`config.mk`:
```
export PLATFORM = sky130hd
export DESIGN_NAME = piso_serializer
export DESIGN_NICKNAME = d
export VERILOG_FILES = /design/src/rtl/piso_serializer.sv
export SDC_FILE = /design/constraint.sdc
export NUM_CORES = 1
export LEC_CHECK = 0
export BUFFER_PORTS_ARGS = -buffer_cell sky130_fd_sc_hd__buf_2
export CAP_MARGIN = 20
export CORE_MARGIN = 1
export CORE_UTILIZATION = 45
export DETAILED_ROUTE_END_ITERATION = 10
export PLACE_DENSITY_LB_ADDON = 0.12
export RECOVER_POWER = 100
export REMOVE_ABC_BUFFERS = 1
export SYNTH_ARGS = -nofsm -noshare
export SYNTH_HDL_FRONTEND = slang
export SYNTH_SLANG_ARGS = --single-unit
```
`constraint.sdc`:
```
create_clock -name clk -period 4.1 [get_ports clk]
set_input_delay 0.205 -clock clk [delete_from_list [all_inputs] [get_ports clk]]
set_output_delay 0.205 -clock clk [all_outputs]
set_load 0.005 [all_outputs]
```
`src/rtl/piso_serializer.sv`:
```
// rtl/piso_serializer.sv - parallel-in/serial-out transmitter, MSB first, valid/ready word input.
// Optional macro PARITY_EN appends one even-parity bit after each frame.
module piso_serializer #(
  parameter int WIDTH = 8
) (
  input  logic             clk,
  input  logic             rst_n,
  input  logic [WIDTH-1:0] din,
  input  logic             din_valid,
  output logic             din_ready,
  output logic             sout,
  output logic             sout_valid,
  output logic             sout_first,
  output logic             busy
);

  localparam int CW = (WIDTH > 1) ? $clog2(WIDTH) : 1;
  localparam logic [1:0] IDLE  = 2'd0;
  localparam logic [1:0] SHIFT = 2'd1;
`ifdef PARITY_EN
  localparam logic [1:0] PARITY = 2'd2;
`endif

  logic [1:0]       state;
  logic [WIDTH-1:0] shreg;
  logic [CW-1:0]    cnt;
  logic             last_bit;
  logic             xfer;

  assign last_bit = (state == SHIFT) && (cnt == CW'(WIDTH - 1));

`ifdef PARITY_EN
  logic par;

  // The next word is taken during the parity cycle, so frames stay gapless.
  assign din_ready = rst_n && ((state == IDLE) || (state == PARITY));
  assign sout      = (state == SHIFT)  ? shreg[WIDTH-1] :
                     (state == PARITY) ? par : 1'b0;

  always_ff @(posedge clk or negedge rst_n) begin
    if (!rst_n) begin
      state <= IDLE;
      shreg <= '0;
      cnt   <= '0;
      par   <= 1'b0;
    end else if (xfer) begin
      state <= SHIFT;
      shreg <= din;
      cnt   <= '0;
      par   <= 1'b0;
    end else begin
      case (state)
        SHIFT: begin
          par <= par ^ shreg[WIDTH-1];
          if (last_bit) begin
            state <= PARITY;
          end else begin
            shreg <= {shreg[WIDTH-2:0], 1'b0};
            cnt   <= cnt + 1'b1;
          end
        end
        PARITY:  state <= IDLE;
        default: state <= IDLE;
      endcase
    end
  end
`else
  // The next word may load on the final data bit, giving back-to-back frames.
  assign din_ready = rst_n && ((state == IDLE) || last_bit);
  assign sout      = (state == SHIFT) ? shreg[WIDTH-1] : 1'b0;

  always_ff @(posedge clk or negedge rst_n) begin
    if (!rst_n) begin
      state <= IDLE;
      shreg <= '0;
      cnt   <= '0;
    end else if (xfer) begin
      state <= SHIFT;
      shreg <= din;
      cnt   <= '0;
    end else begin
      case (state)
        SHIFT: begin
          if (last_bit) begin
            state <= IDLE;
          end else begin
            shreg <= {shreg[WIDTH-2:0], 1'b0};
            cnt   <= cnt + 1'b1;
          end
        end
        default: state <= IDLE;
      endcase
    end
  end
`endif

  assign xfer       = din_valid && din_ready;
  assign sout_valid = (state != IDLE);
  assign busy       = (state != IDLE);
  assign sout_first = (state == SHIFT) && (cnt == '0);

endmodule

```
==> results of run 1 <==
==> cells in the final DEF, fill, tap and decap left out <==
master / Yosys / layout
o21ai_2: 1 / 1
dfrtp_1: 12 / 12
buf_2: 0 / 12
ha_1: 3 / 3
a22o_1: 1 / 1
clkbuf_4: 0 / 3
inv_1: 2 / 3
mux2i_1: 7 / 7
clkbuf_1: 0 / 2
clkbuf_8: 0 / 1
nand3_1: 2 / 2
a21oi_1: 1 / 2
or2b_1: 1 / 1
nand2_1: 10 / 11
and2_1: 2 / 2
nor2b_1: 0 / 1
dlygate4sd3_1: 0 / 1
o21ai_0: 1 / 8
nor2_1: 1 / 1
clkbuf_2: 0 / 1
==> tightest hold or removal path, stage by stage <==
cell	delay [ns]
buf_2	0.10
nand3_1	0.07
a21oi_1	0.06
==> routing by layer <==
| metal | track usage, % | wire length (um) | vias to the layer above | share of wire, % |
|---|---|---|---|---|
| li1 | - | - | 229 | - |
| met1 | 17.84 | 431 | 200 | 46 |
| met2 | 23.33 | 426 | 13 | 46 |
| met3 | 6.936 | 68 | 2 | 7.3 |
| met4 | 5.172 | 9 | 0 | 0.96 |
| met5 | 0 | 0 | - | 0 |
==> kinds of logic after synthesis <==
kind of cell / after synthesis / share of synthesized area [%]
DFF: 12 / 48.78
AOI/OAI and AO/OA: 12 / 11.58
muxes: 7 / 11.38
buffers and inverters: 6 / 7.317
adders and majority gates: 3 / 6.098
and+or+nand+nor: 18 / 14.84
==> path summary, 6_finish.rpt <==
path                             to  slack, ns  cells after the start  startpoint
max                        shreg[6]       2.03                      5       rst_n
min                        shreg[0]       0.21                      3      din[0]
max reg2reg                  cnt[2]       2.10                      5      cnt[0]
min reg2reg                shreg[7]       0.48                      2    shreg[6]
max in group asynchronous  shreg[1]       3.10                      2       rst_n
min in group asynchronous  shreg[7]       0.52                      2       rst_n
==> through the flow <==
step	utilization [%]	cell area [um^2]	total power (W)	worst slack (ns)	hold slack, ns
3_5_place_dp	56.86	674.4	0.0003568	2.561	0.1235
4_1_cts	60.76	720.7	0.0004491	2.270	0.2018
2_1_floorplan	-	581.8	0.0003079	2.666	-0.09059
5_1_grt	59.39	704.4	0.0004643	1.747	0.2276
6_report	59.39	704.4	0.0004251	2.027	0.2116
3_3_place_gp	56.86	674.4	0.0003532	2.583	0.1282
==> area by class of cell <==
class,instances,area share [%]
flip-flops and latches,12,42.63
multi-input cells,40,36.41
clock buffers,4,5.151
well taps,14,2.487
repair buffers,16,11.72
inverters,3,1.599
==> flip-flops by register name, summed over array words and instances, names as in the netlist <==
register / flops
state: 1
shreg: 8
cnt: 3
==> timing repair <==
item / in CTS / in global routing
hold buffers: 1 / 0
hold endpoints to repair: 12 / 0
gates resized for setup: 0 / 0
==> synthesized netlist by cell type, types with 2 or more instances <==
cell / n / area share, %
inv_1: 2 / 1.2
ha_1: 3 / 6.1
nand3_1: 2 / 1.6
nand2_1: 10 / 6.1
and2_1: 2 / 2.0
dfrtp_1: 12 / 49
mux2i_1: 7 / 11
o21ai_1: 7 / 5.7
==> power breakdown <==
group,internal [W],switching (W)
combinational,0.0000672,0.0000804
sequential,0.000162,0.0000259
clock,0.0000539,0.0000361
==> results.ini, run 1 <==
[detailed_routing]
ant_nets=0
drt_iter0_markers=5
drc=0
num_vias=444
wl_per_cell_um=10.52
via_per_inst=4.989
finalWirelength_um=936
drt_pre_antenna_iters=2

[floorplanning]
core_um2=1186
dieWidth_um=38.99
io_pins=16
die_h_um=38.99
num_rows=12
initial_core_util_pct=51.90
dieArea_um2=1520

[cts]
cts_tree=done
root_buffer=clkbuf_4
clk_latency_ns=0.27
cts_num_sinks=12
postCtsSetupBuffers=0
h-tree-depth=1
cts_buffers=3
cts.path.max_buffers=2
clk_pin_slew_ns=0.07

[critical_path]
crit_path_top_delay_cell=clkbuf_1
critPathMaxFanout=16
critPathKind=primary input to flop
crit_path_max_incr_delay_ns=0.59
start_kind=primary input
path_delay_family=buffers and inverters
worst_ep_arrival_time_ns=2.18
required_ns=4.21
path_cells=dlygate4sd3_1 > clkbuf_1 > nand2_1 > mux2i_1 > o21ai_0
cp-end-kind=flop
crit_buf_inv=2

[yosys]
yosys_register_bits=12
synth_edf_count=0
synth_ff_type=dfrtp_1
yosysSeqAreaShare_pct=48.78
yosysWarnings=0
synth_cell_types=21
async_reset_ff_share_pct=100.0
syn_avg_cell_area_um2=10.61
netlist_area_um2=615.6
netlist_instances=58

[timing]
worstMarginPinSlew_ns=0.9536
setup_tns_ns=0
drv_slew=0
setup_viol_count_final=0
grt_setup_unrepaired=no
max_freq_ghz=0.4823
fin_skew_ns=0.003986
max-slew-margin-rel_pct=36.30
fin_crit_sh_pct=50.57
fin_crit_ns=2.073
hold_violations=0

[global_route]
grt_pass1_vias=380
grt_max_degree=19
grtUsageTotal_pct=14.91
overflow=0
antenna_found_initial=0
grt_pass1_wl_um=1476

[final_layout]
stdcell_count=89
n_fill_cell=113
area.growth.synth_to_final_pct=14.43
nNetsFinal=90
seqCellArea_um2=300.3
multi_input_area_um2=256.5
n_antenna_cell=0
drive_gt1_share_pct=24.00

[placed_design]
gp_congestion=0.7552
io_buffers=15
dp_hpwl_um=682.1
dp_cells=84

[power]
leakage_nw=0.3782
pwr_density_cell_nw_per_um2=603.5
ir_drop_mv=0.4323

[hold_path]
hold_path_class=primary input to flop

[run]
max_cap_viol_count=0

[run_status]
status=finished clean

No activity file was read; power rests on OpenSTA's default activity.
==> inputs of run 2 (changes only) <==
--- a/config.mk
+++ b/config.mk
@@ -5,6 +5,7 @@
 export SDC_FILE = /design/constraint.sdc
 export NUM_CORES = 1
 export LEC_CHECK = 0
+export ABC_AREA = 1
 export BUFFER_PORTS_ARGS = -buffer_cell sky130_fd_sc_hd__buf_2
 export CAP_MARGIN = 20
 export CORE_MARGIN = 1
==> constraint.sdc (replaced) <==
create_clock -name clk -period 1.7 [get_ports clk]
set_input_delay 0.085 -clock clk [delete_from_list [all_inputs] [get_ports clk]]
set_output_delay 0.085 -clock clk [all_outputs]
set_load 0.005 [all_outputs]
==> results.ini, run 2 <==
[run_status]
status=finished clean

[power]
pwr_density_cell_nw_per_um2=1646
leakage_nw=0.4346
ir_drop_mv=0.8628

[critical_path]
required_ns=1.62
worst_ep_arrival_time_ns=1.46
setup.worst_path.start=cnt[0]
cp-end-kind=primary output
critPathKind=flop to primary output
r2r_start=cnt[0]
start_kind=flop
critPathMaxFanout=7

[final_layout]
stdcell_count=112
drive_gt1_share_pct=32.99
mostFrequentLayoutCells=21 x nand2_1, 12 x dfrtp_1, 12 x buf_2
reg_top3=shreg: 8 flops, cnt: 3 flops, state: 1 flops
largest_reg_flops=8
n_antenna_cell=0
layout_commonest_cell=nand2_1
top_register=shreg
finish.utilization_pct=57.51
nNetsFinal=112
area.growth.synth_to_final_pct=13.36

[floorplanning]
num_rows=13
io_pins=16
core_um2=1366
initial_core_util_pct=50.73
dieWidth_um=41.25
die_h_um=41.25
dieArea_um2=1701

[cts]
clk_latency_ns=0.27
cts_tree=done
h-tree-depth=1
clk_pin_slew_ns=0.08
cts_num_sinks=12
root_buffer=clkbuf_4
cts_buffers=3
cts.path.max_buffers=2

[yosys]
synth_commonest_cells=21 x nand2_1, 12 x dfrtp_1, 9 x nand2_2
synth.most_common_cell=nand2_1
yosysTopAreaCell=dfrtp_1
synth_cell_types=15
synth_ff_type=dfrtp_1
synthSimpleGateAreaFrac_pct=35.56
netlist_area_um2=693.2
yosys_register_bits=12
synth_edf_count=0
synth_top_family_by_area=simple AND/OR/NAND/NOR gates
yosysWarnings=0
synth-xor-area-share_pct=0
netlist_instances=80
synth_compound_area_share_pct=3.249
yosysTopAreaCellShare_pct=43.32
yosysSeqAreaShare_pct=43.32
muxShareOfSynthArea_pct=0
async_reset_ff_share_pct=100.0
synthAdderAreaFrac_pct=5.415
synth_area_leaders=dfrtp_1 43%, nand2_1 11%, nand2_2 8.1%
syn_avg_cell_area_um2=8.665

[timing]
setup_tns_ns=0
max-slew-margin-rel_pct=70.02
setup_viol_count_final=0
worstMarginPinSlew_ns=0.4497
fin_skew_ns=0.001281
max_freq_ghz=0.6478
fin_crit_ns=1.544
hold_violations=0
fin_crit_sh_pct=90.80
drv_slew=0
grt_setup_unrepaired=no

[detailed_routing]
num_vias=543
drt_pre_antenna_iters=4
drt_iter0_markers=7
drc=0
wl_per_cell_um=11.41
ant_nets=0
via_per_inst=4.848
finalWirelength_um=1278

[global_route]
antenna_found_initial=0
grt_pass1_wl_um=2090
overflow=0
grt_pass1_vias=469
grt_max_degree=21
grtUsageTotal_pct=19.64

[placed_design]
io_buffers=15
dp_cells=106
dp_hpwl_um=920.8
gp_congestion=0.6880

[run]
max_cap_viol_count=0

[hold_path]
hold_path_class=primary input to flop
hp-start=din[0]

## run 2: changes by cell type after synthesis, sizes merged
cell / change
a22o: -1
nand4: +7
inv: +6
nor2: +1
nor2b: -1
a21oi: -2
mux2i: -7
nand2: +19
or2b: -1
o21ai: -6
buf: +3
nand3: +5
and2: -2
o21a: +1
## run 2: what timing repair did
item | CTS | global route
setup buffers | 1 | 0
endpoints found under the hold margin | 12 | 0
setup endpoints to repair | 1 | 1
hold buffers | 1 | 0
gates resized for setup | 1 | 1
## run 2: critical path, stage by stage (launching register included)
cell and delay (ns):
dfrtp_1 0.39, ha_1 0.20, ha_1 0.17, inv_1 0.06, nand2_2 0.10, clkinvlp_4 0.11
nor2_2 0.04, buf_2 0.12
## run 2: path summary, 6_finish.rpt
kind                             endpoint  slack [ns]  cells past startpoint
worst max-delay path            din_ready        0.16                      7
worst min-delay path             shreg[0]        0.03                      3
worst max register to register   shreg[4]        0.19                      7
worst min register to register   shreg[2]        0.50                      2
max in group asynchronous        shreg[4]        1.16                      3
min in group asynchronous        shreg[6]        0.35                      3
## run 2: layout make-up
type	instances	area, um^2
inverters	9	37.54
multi-input cells	53	289.0
repair buffers	19	103.9
flip-flops and latches	12	300.3
clock buffers	4	36.28
fillers	150	580.6
well taps	15	18.77
## run 2: power by group
part	leakage, nW	internal, W	switching (W)
logic	0.260	0.000233	0.000354
clock network	0.0210	0.000130	0.0000986
registers	0.153	0.000396	0.0000809
total	0.435	0.000759	0.000534
## run 2: kinds of logic (layout without fill, tap and decap cells)
kind of cell,after synthesis,count (layout)
flops,12,12
compound gates,4,4
fa+ha+maj,3,3
simple gates,46,46
buf+inv,15,32
## run 2: per-stage QoR
step	instance area, um^2	worst slack, ns	total power (W)	hold slack, ns
global placement	749.5	0.2301	0.001039	0.07443
global route	785.8	0.04390	0.001437	0.06092
detailed placement	749.5	0.1982	0.001060	0.07520
finish	785.8	0.1563	0.001293	0.03490
CTS	807.0	0.1223	0.001338	0.03297
floorplan	640.6	0.2963	0.0008559	-0.2106
## run 2: layer usage
metal / up-vias / track usage (%) / wire length [um]
met5: - / 0 / 0
met4: 0 / 9.677 / 12
met3: 2 / 6.522 / 51
met2: 14 / 23.44 / 530
met1: 236 / 30.03 / 683
li1: 291 / - / -
